--- config.mk ---
export PLATFORM = sky130hd
export DESIGN_NAME = runahead_speculation_validator_flat
export DESIGN_NICKNAME = d
export VERILOG_FILES = /design/src/rtl/runahead_speculation_validator_if.sv /design/src/rtl/runahead_speculation_validator.sv /design/src/flat_wrapper.sv
export SDC_FILE = /design/constraint.sdc
export NUM_CORES = 1
export LEC_CHECK = 0
export ABC_AREA = 1
export BUFFER_PORTS_ARGS = -buffer_cell sky130_fd_sc_hd__buf_4
export CORE_ASPECT_RATIO = 0.9
export CORE_UTILIZATION = 50
export CTS_CLUSTER_SIZE = 25
export DETAILED_ROUTE_END_ITERATION = 10
export GPL_TIMING_DRIVEN = 0
export PLACE_DENSITY = 0.75
export RECOVER_POWER = 100
export SLEW_MARGIN = 25
export SYNTH_ARGS = -nofsm -noshare
export SYNTH_HDL_FRONTEND = slang
export SYNTH_SLANG_ARGS = --single-unit
--- constraint.sdc ---
create_clock -name clk -period 2.27 [get_ports clk]
set_clock_uncertainty 0.05 [all_clocks]
set_input_delay 0.1135 -clock clk [delete_from_list [all_inputs] [get_ports clk]]
set_output_delay 0.1135 -clock clk [all_outputs]
set_load 0.02 [all_outputs]
--- src/rtl/runahead_speculation_validator_if.sv ---
// Clear-queue entry, retire and rewind handshake bundle for the runahead validator.
// Slave modport is the validator; master modport is the surrounding queue/FIFO logic.
interface runahead_speculation_validator_if #(
    parameter int COUNTERBITWIDTH = 6
);
    logic                       ClearEntryValid;
    logic                       ClearEntryMispredicted;
    logic [COUNTERBITWIDTH-1:0] ClearEntryDepth;
    logic                       ClearEntryACK;
    logic                       SpeculativeRetire;
    logic                       RewindValid;
    logic [COUNTERBITWIDTH-1:0] RewindDepth;
    logic                       RewindACK;
    logic                       ValidatedPulse;
    logic                       ValidatorBusy;
    logic                       ProtocolError;

    modport slave (
        input  ClearEntryValid, ClearEntryMispredicted, ClearEntryDepth,
        input  SpeculativeRetire, RewindACK,
        output ClearEntryACK, RewindValid, RewindDepth,
        output ValidatedPulse, ValidatorBusy, ProtocolError
    );

    modport master (
        output ClearEntryValid, ClearEntryMispredicted, ClearEntryDepth,
        output SpeculativeRetire, RewindACK,
        input  ClearEntryACK, RewindValid, RewindDepth,
        input  ValidatedPulse, ValidatorBusy, ProtocolError
    );
endinterface

--- src/rtl/runahead_speculation_validator.sv ---
// Validates clear-queue entries: counts retires for good predictions, rewinds the FIFO tail on mispredicts.
// Latency: entry accepted in IDLE, earliest ACK the following cycle; ValidatedPulse one cycle after a COUNT ACK.
// Backpressure: holds the entry until the depth retires or RewindACK; clk_en low freezes all state. Error flag: RUNAHEAD_VALIDATOR_ERROR_EN.
module runahead_speculation_validator #(
    parameter int COUNTERBITWIDTH = 6
) (
    input  logic clk,
    input  logic async_rst,
    input  logic clk_en,
    runahead_speculation_validator_if.slave vif
);
    localparam int W = COUNTERBITWIDTH;

    typedef enum logic [1:0] {
        IDLE   = 2'd0,
        COUNT  = 2'd1,
        REWIND = 2'd2
    } state_t;

    state_t         state_q, state_d;
    logic [W-1:0]   target_q, target_d;
    logic [W-1:0]   retired_count_q, retired_count_d;
    logic           validated_pulse_q, validated_pulse_d;

    logic [W:0]     sum;
    logic [W:0]     surplus;
    logic [W-1:0]   sum_sat;
    logic [W-1:0]   surplus_sat;
    logic           count_done;
    logic           ack;

    // One bit wider so a retire at full count shows up as sum[W] instead of wrapping.
    always_comb begin
        sum         = {1'b0, retired_count_q} + {{W{1'b0}}, vif.SpeculativeRetire};
        surplus     = sum - {1'b0, target_q};
        sum_sat     = sum[W]     ? {W{1'b1}} : sum[W-1:0];
        surplus_sat = surplus[W] ? {W{1'b1}} : surplus[W-1:0];
        count_done  = (sum >= {1'b0, target_q});
    end

    always_comb begin
        state_d           = state_q;
        target_d          = target_q;
        retired_count_d   = retired_count_q;
        validated_pulse_d = 1'b0;
        ack               = 1'b0;
        case (state_q)
            IDLE: begin
                retired_count_d = sum_sat;
                if (vif.ClearEntryValid) begin
                    target_d = vif.ClearEntryDepth;
                    state_d  = vif.ClearEntryMispredicted ? REWIND : COUNT;
                end
            end
            COUNT: begin
                if (count_done) begin
                    ack               = clk_en;
                    retired_count_d   = surplus_sat;
                    validated_pulse_d = 1'b1;
                    state_d           = IDLE;
                end else begin
                    retired_count_d = sum_sat;
                end
            end
            REWIND: begin
                // Retires seen here belong to squashed work and are dropped.
                if (vif.RewindACK) begin
                    ack             = clk_en;
                    retired_count_d = '0;
                    state_d         = IDLE;
                end
            end
            default: state_d = IDLE;
        endcase
    end

    always_ff @(posedge clk or posedge async_rst) begin
        if (async_rst) begin
            state_q           <= IDLE;
            target_q          <= '0;
            retired_count_q   <= '0;
            validated_pulse_q <= 1'b0;
        end else if (clk_en) begin
            state_q           <= state_d;
            target_q          <= target_d;
            retired_count_q   <= retired_count_d;
            validated_pulse_q <= validated_pulse_d;
        end
    end

`ifdef RUNAHEAD_VALIDATOR_ERROR_EN
    logic protocol_error_q, protocol_error_d;

    always_comb begin
        protocol_error_d = protocol_error_q;
        case (state_q)
            IDLE:    if (sum[W]) protocol_error_d = 1'b1;
            COUNT:   if (count_done ? surplus[W] : sum[W]) protocol_error_d = 1'b1;
            REWIND:  if (vif.SpeculativeRetire) protocol_error_d = 1'b1;
            default: protocol_error_d = protocol_error_q;
        endcase
    end

    always_ff @(posedge clk or posedge async_rst) begin
        if (async_rst) begin
            protocol_error_q <= 1'b0;
        end else if (clk_en) begin
            protocol_error_q <= protocol_error_d;
        end
    end

    assign vif.ProtocolError = protocol_error_q;
`else
    assign vif.ProtocolError = 1'b0;
`endif

    assign vif.ClearEntryACK  = ack;
    assign vif.RewindValid    = (state_q == REWIND);
    assign vif.RewindDepth    = (state_q == REWIND) ? target_q : '0;
    assign vif.ValidatedPulse = validated_pulse_q;
    assign vif.ValidatorBusy  = (state_q != IDLE);
endmodule

--- src/flat_wrapper.sv ---
// flat-port wrapper written by rule: the top's interface ports become plain ports
module runahead_speculation_validator_flat 
#(
    parameter int COUNTERBITWIDTH = 6
)
  (clk, async_rst, clk_en, vif_ClearEntryValid, vif_ClearEntryMispredicted, vif_ClearEntryDepth, vif_SpeculativeRetire, vif_RewindACK, vif_ClearEntryACK, vif_RewindValid, vif_RewindDepth, vif_ValidatedPulse, vif_ValidatorBusy, vif_ProtocolError);
  runahead_speculation_validator_if #(.COUNTERBITWIDTH(COUNTERBITWIDTH)) vif_i ();
  input  logic clk;
  input  logic async_rst;
  input  logic clk_en;
  input wire logic [$bits(vif_i.ClearEntryValid)-1:0] vif_ClearEntryValid;
  input wire logic [$bits(vif_i.ClearEntryMispredicted)-1:0] vif_ClearEntryMispredicted;
  input wire logic [$bits(vif_i.ClearEntryDepth)-1:0] vif_ClearEntryDepth;
  input wire logic [$bits(vif_i.SpeculativeRetire)-1:0] vif_SpeculativeRetire;
  input wire logic [$bits(vif_i.RewindACK)-1:0] vif_RewindACK;
  output wire logic [$bits(vif_i.ClearEntryACK)-1:0] vif_ClearEntryACK;
  output wire logic [$bits(vif_i.RewindValid)-1:0] vif_RewindValid;
  output wire logic [$bits(vif_i.RewindDepth)-1:0] vif_RewindDepth;
  output wire logic [$bits(vif_i.ValidatedPulse)-1:0] vif_ValidatedPulse;
  output wire logic [$bits(vif_i.ValidatorBusy)-1:0] vif_ValidatorBusy;
  output wire logic [$bits(vif_i.ProtocolError)-1:0] vif_ProtocolError;
  assign vif_i.ClearEntryValid = vif_ClearEntryValid;
  assign vif_i.ClearEntryMispredicted = vif_ClearEntryMispredicted;
  assign vif_i.ClearEntryDepth = vif_ClearEntryDepth;
  assign vif_i.SpeculativeRetire = vif_SpeculativeRetire;
  assign vif_i.RewindACK = vif_RewindACK;
  assign vif_ClearEntryACK = vif_i.ClearEntryACK;
  assign vif_RewindValid = vif_i.RewindValid;
  assign vif_RewindDepth = vif_i.RewindDepth;
  assign vif_ValidatedPulse = vif_i.ValidatedPulse;
  assign vif_ValidatorBusy = vif_i.ValidatorBusy;
  assign vif_ProtocolError = vif_i.ProtocolError;
  runahead_speculation_validator #(.COUNTERBITWIDTH(COUNTERBITWIDTH)) u_core (.clk(clk), .async_rst(async_rst), .clk_en(clk_en), .vif(vif_i));
endmodule
* After elaboration in Yosys (flattened, before gate mapping)
Cells that the tools add are included.
** Word-level totals
- Register bits after elaboration :: 15
- Bits in latches :: 0
- Output and inout bits :: 11
- Word-level logic and storage cells :: 34
- Memory bits (writable) :: 0
- Memory bits (read-only) :: 0
- Memories :: 0
- Input bits :: 13
** Cells by class
- Shift operators :: 0
- Eq/ne operators :: 5
- Mux-type cells :: 16
- Reduce and logical (&&, ||, !) cells :: 6
- $mul :: 0
- Magnitude comparators :: 1
- Add/sub/neg operators :: 2
- Bitwise logic cells :: 0
- Divide/modulo/power cells :: 0
** Operators with widths (number)
- 6-bit 2-to-1 mux :: 5
- 6-bit one-hot mux with 3 select lines :: 1
- 2-bit 2-to-1 mux :: 4
- 6-bit by 1-bit adder with 7-bit output :: 1
- 7-bit by 6-bit >= comparator with 1-bit output :: 1
- 7-bit by 6-bit subtractor with 7-bit output :: 1
- 2-bit one-hot mux with 3 select lines :: 1
- 3-bit AND reduction :: 2
- 1-bit 2-to-1 mux :: 4
- 2-bit inequality test, second input constant :: 2
- 4-bit AND reduction :: 1
- 3-bit nonzero test :: 1
- 2-bit by 1-bit equality test with 1-bit output, second input constant :: 1
- 2-bit equality test, second input constant :: 1
- 2-bit logical NOT :: 1
- 2-bit by 1-bit inequality test with 1-bit output, second input constant :: 1
- 1-bit one-hot mux with 2 select lines :: 1
- 2-bit nonzero test :: 1

* Depth between registers and ports, before layout
Gate-level depths: netlist of run 1.
- Depth after elaboration :: 5
- Depth in mapped cells :: 19
- Depth with buffers taken out :: 19

* Worst setup path before layout of run 1
No wires, ideal clock.
- Path kind :: register to register
- From :: register u_core.retired_count_q[0]
- To :: register u_core.state_q[0]
- Data required time :: 2155 ps
- Clock period less this slack :: 2416 ps
- Buffers on the path :: 0
- Cell stages (with the launch flop) :: 20
- Library setup time :: 65 ps
- Data arrival time :: 2301 ps
- Setup slack :: -146 ps
- Path through :: dfrtp_1 > ha_1 > ha_1 > nand2_1 > inv_1 > nand2_1 > xor2_1 > inv_1 > ha_1 > nand2_1 > inv_1 > nand2_1 > nand2_1 > nor2_2 > nand3_1 > nand2_1 > inv_1 > o21ai_1 > nand2_1 > nand2_1
** On the way
- Cells in the longest elaborated chain, start to end :: 4
** Ends and longest elaborated chain
- start, declared :: RTL line runahead_speculation_validator.sv:22 : logic [W-1:0] retired_count_q, retired_count_d;
- start signal, assigned :: RTL line runahead_speculation_validator.sv:86 : retired_count_q <= retired_count_d;
- 6-bit by 1-bit adder with 7-bit output :: RTL line runahead_speculation_validator.sv:34 : sum = {1'b0, retired_count_q} + {{W{1'b0}}, vif.SpeculativeRetire};
- 7-bit by 6-bit >= comparator with 1-bit output :: RTL line runahead_speculation_validator.sv:38 : count_done = (sum >= {1'b0, target_q});
- 2-bit by 1-bit inequality test with 1-bit output (no source line)
- 4-bit AND reduction (no source line)
- end signal, assigned :: RTL line runahead_speculation_validator.sv:84 : state_q <= state_d;
- end, declared :: RTL line runahead_speculation_validator.sv:20 : state_t state_q, state_d;
Every way passes these cells.
A chain may end at the register's enable or synchronous reset.

* Worst setup path after layout of run 1
- From :: register u_core.retired_count_q[0]
- To :: output port vif_ClearEntryACK
** On the way
- Cells in the longest elaborated chain, start to end :: 4
** Ends and longest elaborated chain
- 6-bit by 1-bit adder with 7-bit output :: RTL line runahead_speculation_validator.sv:34
- 7-bit by 6-bit >= comparator with 1-bit output :: RTL line runahead_speculation_validator.sv:38
- 1-bit 2-to-1 mux :: RTL line runahead_speculation_validator.sv:56 : if (count_done) begin
- 1-bit one-hot mux with 2 select lines :: RTL line runahead_speculation_validator.sv:47 : case (state_q)
- end, declared :: RTL line flat_wrapper.sv:16 : output wire logic [$bits(vif_i.ClearEntryACK)-1:0] vif_ClearEntryACK;
Every way passes these cells.

==> results.toml, run 1 <==
[floorplan]
die_height_um = 51.7
die_x_um = 57.2
die-area_mm2 = 0.00295
ios = 24
start_util_pct = 54.1
core_mm2 = 0.00253
rows = 17

[flow_run]
max-cap-violations = 0

[sta]
rsz0062_at_grt = "true"
final_max_slew_viol_count = 0
post-route-period-util_pct = 119
worst_pin_slew_ns = 0.588
worst_slack_ns = -0.436
max_freq_mhz = 370
fin_crit_ns = 2.71
hold_viol = 0
setup_viol = 10
relSlewSlack_pct = 60.8

[cts]
path_clk_slew_ns = 0.09
clock_tree.buffer_depth = 2
cts_max_level = 1
cts_tree = "done"
cts_root_buf = "clkbuf_4"
clk_latency_ns = 0.29
numCtsBuffers = 3
clock-sinks = 15

[layout]
n_fill_cell = 219
num_antenna_cells = 0
final_common_cell = "nand2_1"
layout_common_cells = "nand2_1 (69), inv_1 (35), buf_4 (20)"
fin_nets = 276
drive_above_1_share_pct = 28.5
area_delta_synth_final_pct = 32.7
final_area_mm2 = 0.00182

[placement]
place_area_mm2 = 0.00162
post-dp-hpwl_um = 2430
dp_worst_setup_slack_ns = -0.313
gp_congestion = 0.860
port_buffers = 22

[drt]
drt_iter0_markers = 53
routed_via_density = 5.04
num_vias = 1396
antenna_left = 0
drcViolationCount = 0
wire_per_inst_um = 12.0
routed_wirelength_um = 3310
dr.pass1.iters = 4

[synth]
avgSynthCellArea_um2 = 6.52
ys_seq_area_share_pct = 27.4
synth_cell_types = 25
synth-seq-cells = 15
synth_area_mm2 = 0.00137
synth.net_count = 236
syn_inst = 210
yosysWarnings = 0

[global_routing]
overflow = 0
grt_max_degree = 16
antenna_found_initial = 0
track_usage_pct = 23.2
grt_first_pass_wirelength_um = 5250
grt_pass1_vias = 1276

[worst_setup_path]
arrival_ns = 2.54
crit_type = "register to output pin"
cp.required_ns = 2.11
endpoint_kind = "output pin"
worstPathMaxFanout = 4
cp-start-kind = "register"

[run_status]
status = "complete, but fails checks"
violations = "setup timing"

[power_and_ir_drop]
p_leak_nw = 1.04
p_per_area_mw_per_mm2 = 1060
ir_worst_vdd_uv = 782

[min_path]
hold_path_class = "primary input to register"
[routing by layer]
layer,track usage [%],wire length [µm],part of all wire (%)
met1,29.1,1510,45
met2,40.0,1720,52
met3,3.98,55,1.7
met4,8.94,31,0.94
met5,0,0,0
[flip-flops by register name, summed over array words and instances, names as in the netlist]
register	count
u_core.vif.ValidatedPulse	1
u_core.retired_count_q	6
u_core.target_q	6
u_core.state_q	2
[cells in the mapped netlist]
master           count  share of area, %
a21oi_1              8               2.9
a21oi_4              1               1.2
buf_4                1              0.55
clkbuf_1             2              0.55
clkdlybuf4s25_2      1              0.73
conb_1               1              0.27
dfrtp_1             15                27
fa_1                 1               1.5
ha_1                12                11
inv_1               39                11
inv_2                1              0.27
mux2_2               1              0.82
nand2_1             80                22
nand2_2              5               2.3
nand3_1             13               4.7
nand3b_1             1              0.55
nand4_1              2              0.91
nor2_1              14               3.8
nor2_2               1              0.46
nor2_8               1               1.5
nor3_4               1               1.2
o211ai_1             1              0.55
o21ai_0              2              0.73
o21ai_1              1              0.36
xor2_1               5               3.2
[final timing paths]
check                                      startpoint                   endpoint  slack (ns)  depth (start not counted)
max                         u_core.retired_count_q[0]          vif_ClearEntryACK       -0.44                         17
min                        vif_ClearEntryMispredicted          u_core.state_q[1]       0.007                          3
max reg2reg                 u_core.retired_count_q[0]  u_core.retired_count_q[4]       -0.41                         19
min reg2reg                 u_core.vif.ValidatedPulse  u_core.vif.ValidatedPulse        0.45                          2
max in group asynchronous                   async_rst  u_core.retired_count_q[1]        1.40                          3
min in group asynchronous                   async_rst  u_core.vif.ValidatedPulse        0.39                          3
[final cells by class]
| cell class | instances | area, µm² | area share [%] |
|---|---|---|---|
| flip-flops and latches | 15 | 375 | 20.6 |
| plain buffers | 4 | 25.0 | 1.38 |
| clock buffers | 4 | 26.3 | 1.45 |
| inverters | 40 | 150 | 8.26 |
| repair buffers | 35 | 248 | 13.6 |
| well taps | 28 | 35.0 | 1.93 |
| multi-input cells | 151 | 958 | 52.7 |
[where the power goes]
part           internal, mW  leakage (nW)  total, mW  switching (mW)
clock network        0.0683        0.0150      0.160          0.0914
registers             0.364         0.188      0.459          0.0945
logic                 0.500         0.840       1.31           0.810
total                 0.933          1.04       1.93           0.996
[stage by stage]
step	hold WS (ns)	util, %	setup TNS, ns	instances	total power, mW
after floorplan	-0.0350	-	-0.152	210	1.34
after global placement	0.155	64.0	-1.80	260	1.61
after detailed placement	0.169	64.0	-2.87	260	1.65
after CTS	0.0133	69.3	-3.49	273	1.87
after global routing	0.0244	71.8	-4.76	277	2.10
final	0.00664	71.8	-3.52	277	1.93
[cell families (layout without fill, tap and decap cells)]
family | after synthesis | in the layout | synth area share, %
AO/OA/AOI/OAI | 13 | 13 | 5.75
XOR/XNOR | 5 | 5 | 3.20
adder cells (fa/ha/maj) | 13 | 13 | 12.4
buffers and inverters | 44 | 83 | 12.8
flip-flops | 15 | 15 | 27.4
multiplexers | 1 | 1 | 0.822
other | 1 | 1 | 0.274
AND/OR/NAND/NOR | 118 | 118 | 37.4
[worst max-delay path, stage by stage (launching register included)]
cell	delay, ns
dfrtp_1	0.41
ha_4	0.18
ha_4	0.16
nand2_2	0.06
inv_2	0.04
nand2_2	0.06
xor2_2	0.18
inv_2	0.06
ha_4	0.24
nand2_2	0.07
inv_1	0.05
nand2_2	0.08
nand3_2	0.08
nand2_2	0.09
nand2_1	0.06
o211ai_1	0.20
inv_1	0.08
buf_6	0.13
[what timing repair did]
| item | in CTS | in global routing |
|---|---|---|
| pin swaps | 12 | 14 |
| hold buffers | 3 | 0 |
| hold endpoints to repair | 17 | 0 |
| buffers inserted | 6 | 4 |
| setup endpoints to repair | 10 | 10 |
| resized for setup | 14 | 18 |
| gates cloned | 0 | 0 |
Note: power is estimated with default switching activity, not from simulation.
==> run 2: changes to the inputs <==
CORE_UTILIZATION = 52   (was 50)
CTS_BUF_LIST = sky130_fd_sc_hd__clkbuf_4   (was default)
PLACE_DENSITY = 0.78   (was 0.75)
==> run 2 against run 1 <==
  * The flow still finishes with violations (setup timing)
  * Core utilization grew 1.4 points
  * Register-to-register slack is essentially flat
  * Non-clock buffer count grew 1
  * Wire length shrank 8.4%
  * Via count shrank 4.7%
  * Fmax shrank 1.5%
  * Sequential power is essentially flat
  * Combinational power shrank 5%
  * Cell area shrank 0.62%
  * First-iteration DRC count shrank 3.8%
  * Highest routed layer unchanged
==> results.toml, run 2 (synthesized netlist as in run 1, its figures left out) <==
[worst_setup_path]
critPathMaxStageDelay_ns = 0.42
r2r_start = "u_core.retired_count_q[0]"
crit_chain = "ha_4 > ha_4 > nand2_2 > inv_2 > nand2_2 > xor2_2 > inv_2 > ha_4 > nand2_2 > inv_2 > nand2_2 > nand2_2 > nor2_4 > nand2_2 > o211ai_1 > inv_1 > buf_6"
reg2regPathDepth = 19
crit_buf_inv = 5
arrival_ns = 2.58
worstSetupPathDepth = 17
crit_family = "adder cells"
cp.required_ns = 2.11
worstReg2RegEnd = "u_core.retired_count_q[5]"
crit_top_cell = "nand2_2"
critical_path.slowest_cell = "dfrtp_1"
worstPathMaxFanout = 4
endpoint_kind = "output pin"
cp-start-kind = "register"
r2r_slack_ns = -0.41
crit_type = "register to output pin"

[layout]
final_common_cell = "nand2_1"
final_area_mm2 = 0.00181
seqCellArea_um2 = 375
finalCoreUtilization_pct = 73.2
fin_nets = 277
layout_common_cells = "nand2_1 (73), inv_1 (35), buf_4 (21)"
drive_above_1_share_pct = 26.4
num_antenna_cells = 0
n_fill_cell = 211
area_delta_synth_final_pct = 31.9
multi_input_area_um2 = 940
top_regs = "u_core.retired_count_q x6, u_core.target_q x6, u_core.state_q x2"

[sta]
final_max_slew_viol_count = 0
setup_viol = 10
post-route-period-util_pct = 121
fin_crit_ns = 2.75
rsz0062_at_grt = "true"
max_freq_mhz = 364
worst_slack_ns = -0.476
relSlewSlack_pct = 61.5
worst_pin_slew_ns = 0.577
hold_viol = 0
finalSetupTns_ns = -3.83

[power_and_ir_drop]
p_comb_share_pct = 66.8
clkPwrFrac_pct = 8.8
p_leak_nw = 1.04
p_sw_mw = 0.961
ir_worst_vdd_uv = 905
p_seq_share_pct = 24.4
switching_share_pct = 51.3
p_int_mw = 0.910
p_per_area_mw_per_mm2 = 1040

[cts]
cts_tree = "done"
clk_latency_ns = 0.30
clock-sinks = 15
clock_tree.buffer_depth = 2
cts_root_buf = "clkbuf_4"
path_clk_slew_ns = 0.10
numCtsBuffers = 3
cts_max_level = 1

[drt]
dr.pass1.iters = 4
wire_per_inst_um = 10.9
routed_via_density = 4.79
drcViolationCount = 0
routed_wirelength_um = 3030
antenna_left = 0
num_vias = 1331
drt_iter0_markers = 51

[global_routing]
grt_first_pass_wirelength_um = 5000
antenna_found_initial = 0
grt_pass1_vias = 1161
grt_max_degree = 16
overflow = 0
track_usage_pct = 23.0

[min_path]
hold_path_class = "primary input to register"
min_to = "u_core.target_q[4]"
hold_depth = 3
holdCritStartpoint = "vif_ClearEntryDepth[4]"

[placement]
port_buffers = 22
post-dp-hpwl_um = 2280
place_area_mm2 = 0.00162
gp_congestion = 0.834
dp_worst_setup_slack_ns = -0.306

[run_status]
violations = "setup timing"
status = "complete, but fails checks"

[floorplan]
die-area_mm2 = 0.00284
die_height_um = 50.7
start_util_pct = 55.5
core_mm2 = 0.00247
ios = 24
die_x_um = 56.1
rows = 17

[flow_run]
max-cap-violations = 0
-- run 2: cell types whose count changed in the layout (fill, tap and decap cells not counted), sizes merged --
| cell | previous run | this run |
|---|---|---|
| clkinv | 0 | 1 |
| dlygate4sd3 | 3 | 4 |
| clkbuf | 16 | 15 |
-- run 2: worst max path at each step --
stage	end	slack [ns]	from
after floorplan	u_core.state_q[0]	-0.03	u_core.retired_count_q[0]
after global placement	u_core.retired_count_q[5]	-0.27	u_core.retired_count_q[0]
after detailed placement	u_core.retired_count_q[0]	-0.31	u_core.retired_count_q[0]
after CTS	vif_ClearEntryACK	-0.50	u_core.retired_count_q[0]
after global routing	vif_ClearEntryACK	-0.57	u_core.retired_count_q[0]
final	vif_ClearEntryACK	-0.48	u_core.retired_count_q[0]
-- run 2: what timing repair did --
action,4_1_cts,5_1_grt
pin swaps,14,14
hold endpoints to repair,18,0
setup buffers,8,3
endpoints found under the setup margin,10,10
resized for setup,13,12
hold buffers,4,0
-- run 2: layout make-up --
class / instances / area share, %
Sequential cell: 15 / 20.8
Multi-Input combinational cell: 151 / 52.0
Timing Repair Buffer: 36 / 14.1
Buffer: 4 / 1.39
Clock buffer: 3 / 1.25
Inverter: 40 / 8.31
Tap cell: 28 / 1.94
Clock inverter: 1 / 0.277
-- run 2: stage by stage --
step                cells  power (mW)  hold slack [ns]
global route          278        2.05           0.0104
detailed placement    260        1.64            0.164
global placement      260        1.62            0.160
floorplan             210        1.34          -0.0350
CTS                   275        1.87          0.00225
finish                278        1.87          0.00355
-- run 2: tightest hold or removal path, delay by kind of cell --
| kind | cells | cell delay [ns] |
|---|---|---|
| and+or+nand+nor | 1 | 0.03 |
| buffers and inverters | 1 | 0.08 |
| AOI/OAI and AO/OA | 1 | 0.10 |
-- run 2: per-layer routing --
| layer | global-route usage [%] | wire (µm) |
|---|---|---|
| met4 | 5.28 | 27 |
| met1 | 31.4 | 1470 |
| met3 | 5.41 | 102 |
| met2 | 37.1 | 1440 |
| met5 | 0 | 0 |
-- run 2: power groups by stage --
stage	clock [mW]	combinational (mW)	sequential [mW]
after global placement	0	1.16	0.458
after detailed placement	0	1.18	0.461
after global routing	0.176	1.40	0.474
final	0.164	1.25	0.457
after CTS	0.168	1.25	0.458
after floorplan	0	0.901	0.442
==> run 3: changes to the inputs <==
CORE_ASPECT_RATIO = default   (was 0.9)
CORE_MARGIN = 3   (was default)
==> run 3 against run 2 <==
  * The flow finishes with violations (hold timing, setup timing)
  * Global-route usage shrank 0.45 points
  * Non-clock buffer count decreased by 2
  * Core utilization increased by 2.7 points
  * Die area up 16%
  * Via count rose by 4.1%
  * First-iteration DRC count rose by 29%
  * Clock power increased by 13%
  * Critical path depth down 2
  * Register-to-register slack worse by 0.03 ns
  * Sequential cell count stayed put
  * Cell area down 0.83%
  * Critical path type unchanged
  * Largest cell class unchanged
==> results.toml, run 3 (synthesized netlist as in run 1, its figures left out) <==
[run_status]
status = "complete, but fails checks"
violations = "hold timing, setup timing"

[worst_setup_path]
cp.required_ns = 2.11
worstReg2RegEnd = "u_core.retired_count_q[3]"
cp-start-kind = "register"
r2r_slack_ns = -0.44
worstPathMaxFanout = 4
crit_family = "adder cells"
endpoint_kind = "output pin"
crit_buf_inv = 4
critPathMaxStageDelay_ns = 0.43
reg2regPathDepth = 19
crit_chain = "ha_4 > ha_4 > nand2_2 > inv_2 > nand2_2 > xor2_2 > inv_2 > ha_4 > a21oi_2 > nand3_2 > nand2_2 > nand2_1 > o211ai_1 > inv_1 > buf_6"
crit_type = "register to output pin"
critical_path.slowest_cell = "dfrtp_1"
r2r_start = "u_core.retired_count_q[0]"
arrival_ns = 2.56

[power_and_ir_drop]
p_seq_share_pct = 24.1
p_int_mw = 0.941
p_per_area_mw_per_mm2 = 1080
ir_worst_vdd_uv = 751
p_leak_nw = 1.04
clkPwrFrac_pct = 9.5
power.total_mw = 1.94
p_comb_share_pct = 66.4
switching_share_pct = 51.4
p_sw_mw = 0.995

[global_routing]
overflow = 0
grt_pass1_vias = 1372
grt_first_pass_wirelength_um = 5870
grt_max_degree = 16
track_usage_pct = 22.6
antenna_found_initial = 0

[min_path]
min_to = "u_core.target_q[3]"
holdCritStartpoint = "vif_ClearEntryDepth[3]"
hold_depth = 3
hold_path_class = "primary input to register"

[sta]
relSlewSlack_pct = 59.5
max_freq_mhz = 367
worst_slack_ns = -0.458
rsz0062_at_grt = "true"
post-route-period-util_pct = 120
worst_pin_slew_ns = 0.607
hold_ws_ns = -0.00323
setup_viol = 10
hold_viol = 1
fin_crit_ns = 2.73
final_max_slew_viol_count = 0

[placement]
port_buffers = 22
placedCellCount = 260
post-dp-hpwl_um = 2490
place_area_mm2 = 0.00162
gp_congestion = 0.879

[layout]
finalCoreUtilization_pct = 75.9
final_cells = 276
num_antenna_cells = 0
fin_nets = 275
drive_above_1_share_pct = 26.2
final_area_mm2 = 0.00179
top_regs = "u_core.retired_count_q x6, u_core.target_q x6, u_core.state_q x2"
final_common_cell = "nand2_1"
layout_common_cells = "nand2_1 (71), inv_1 (35), buf_4 (19)"
area_delta_synth_final_pct = 30.8

[cts]
clk_latency_ns = 0.30
cts_max_level = 1
clock-sinks = 15
clock_tree.buffer_depth = 2
cts_root_buf = "clkbuf_4"
path_clk_slew_ns = 0.10
cts_tree = "done"
numCtsBuffers = 3

[drt]
drcViolationCount = 0
dr.pass1.iters = 4
antenna_left = 0
num_vias = 1385
drt_iter0_markers = 66
routed_wirelength_um = 3490
wire_per_inst_um = 12.6
routed_via_density = 5.02

[flow_run]
max-cap-violations = 0

[floorplan]
ios = 24
core_mm2 = 0.00236
die_x_um = 57.3
rows = 17
die-area_mm2 = 0.00329
start_util_pct = 58.0
die_height_um = 57.3
==> run 3: cell count changes in the layout (fill, tap and decap cells not counted), sizes merged <==
cell         previous run  this run
buf                    23        22
clkbuf                 15        16
clkinv                  1         0
dlygate4sd3             4         3
==> run 3: through the flow <==
stage / TNS, ns / setup WS (ns)
finish: -3.82 / -0.458
CTS: -3.41 / -0.453
global placement: -2.29 / -0.255
global route: -5.13 / -0.558
floorplan: -0.152 / -0.0278
detailed placement: -2.64 / -0.299
==> run 3: timing repair <==
| action | in CTS | in global routing |
|---|---|---|
| endpoints found under the setup margin | 10 | 10 |
| setup buffers | 6 | 3 |
| hold buffers | 3 | 0 |
| pin swaps | 11 | 14 |
| endpoints found under the hold margin | 17 | 0 |
| gates resized for setup | 14 | 11 |
==> run 3: power by group through the flow <==
stage / registers [mW] / logic [mW] / clock network, mW
after floorplan: 0.442 / 0.901 / 0
after global placement: 0.458 / 1.16 / 0
after detailed placement: 0.468 / 1.20 / 0
after CTS: 0.465 / 1.25 / 0.184
after global routing: 0.482 / 1.43 / 0.201
final: 0.466 / 1.29 / 0.185
==> run 3: area by class of cell <==
type / count / area, µm²
Multi-Input combinational cell: 151 / 936
Fill cell: 175 / 569
Sequential cell: 15 / 375
Timing Repair Buffer: 34 / 240
Inverter: 40 / 150
Tap cell: 28 / 35.0
Clock buffer: 4 / 30.0
Buffer: 4 / 25.0
==> run 3: worst max path at each step <==
stage	cells after the start	to	slack [ns]	startpoint
after global routing	17	vif_ClearEntryACK	-0.56	u_core.retired_count_q[0]
after global placement	18	u_core.retired_count_q[0]	-0.25	u_core.retired_count_q[0]
final	15	vif_ClearEntryACK	-0.46	u_core.retired_count_q[0]
after CTS	17	vif_ClearEntryACK	-0.45	u_core.retired_count_q[0]
after detailed placement	18	u_core.retired_count_q[0]	-0.30	u_core.retired_count_q[0]
after floorplan	19	u_core.state_q[0]	-0.03	u_core.retired_count_q[0]
==> run 3: worst reg2reg max path: stages (launching register included) <==
cell     delay, ns
dfrtp_1       0.43
ha_4          0.19
ha_4          0.16
nand2_2       0.07
inv_2         0.05
nand2_2       0.07
xor2_2        0.19
inv_2         0.07
ha_4          0.29
nand2_2       0.05
nor2_1        0.08
nand2_1       0.09
nand3_2       0.09
nand2_2       0.07
buf_6         0.14
a21oi_4       0.25
nand3_1       0.12
nand2_1       0.08
nand2_1       0.06
nand2_1       0.06
==> run 3: per-layer routing <==
layer	global-route usage (%)	part of all wire (%)
met1	27.5	43
met2	39.6	53
met3	5.43	3.7
met4	5.96	1.0
met5	0	0
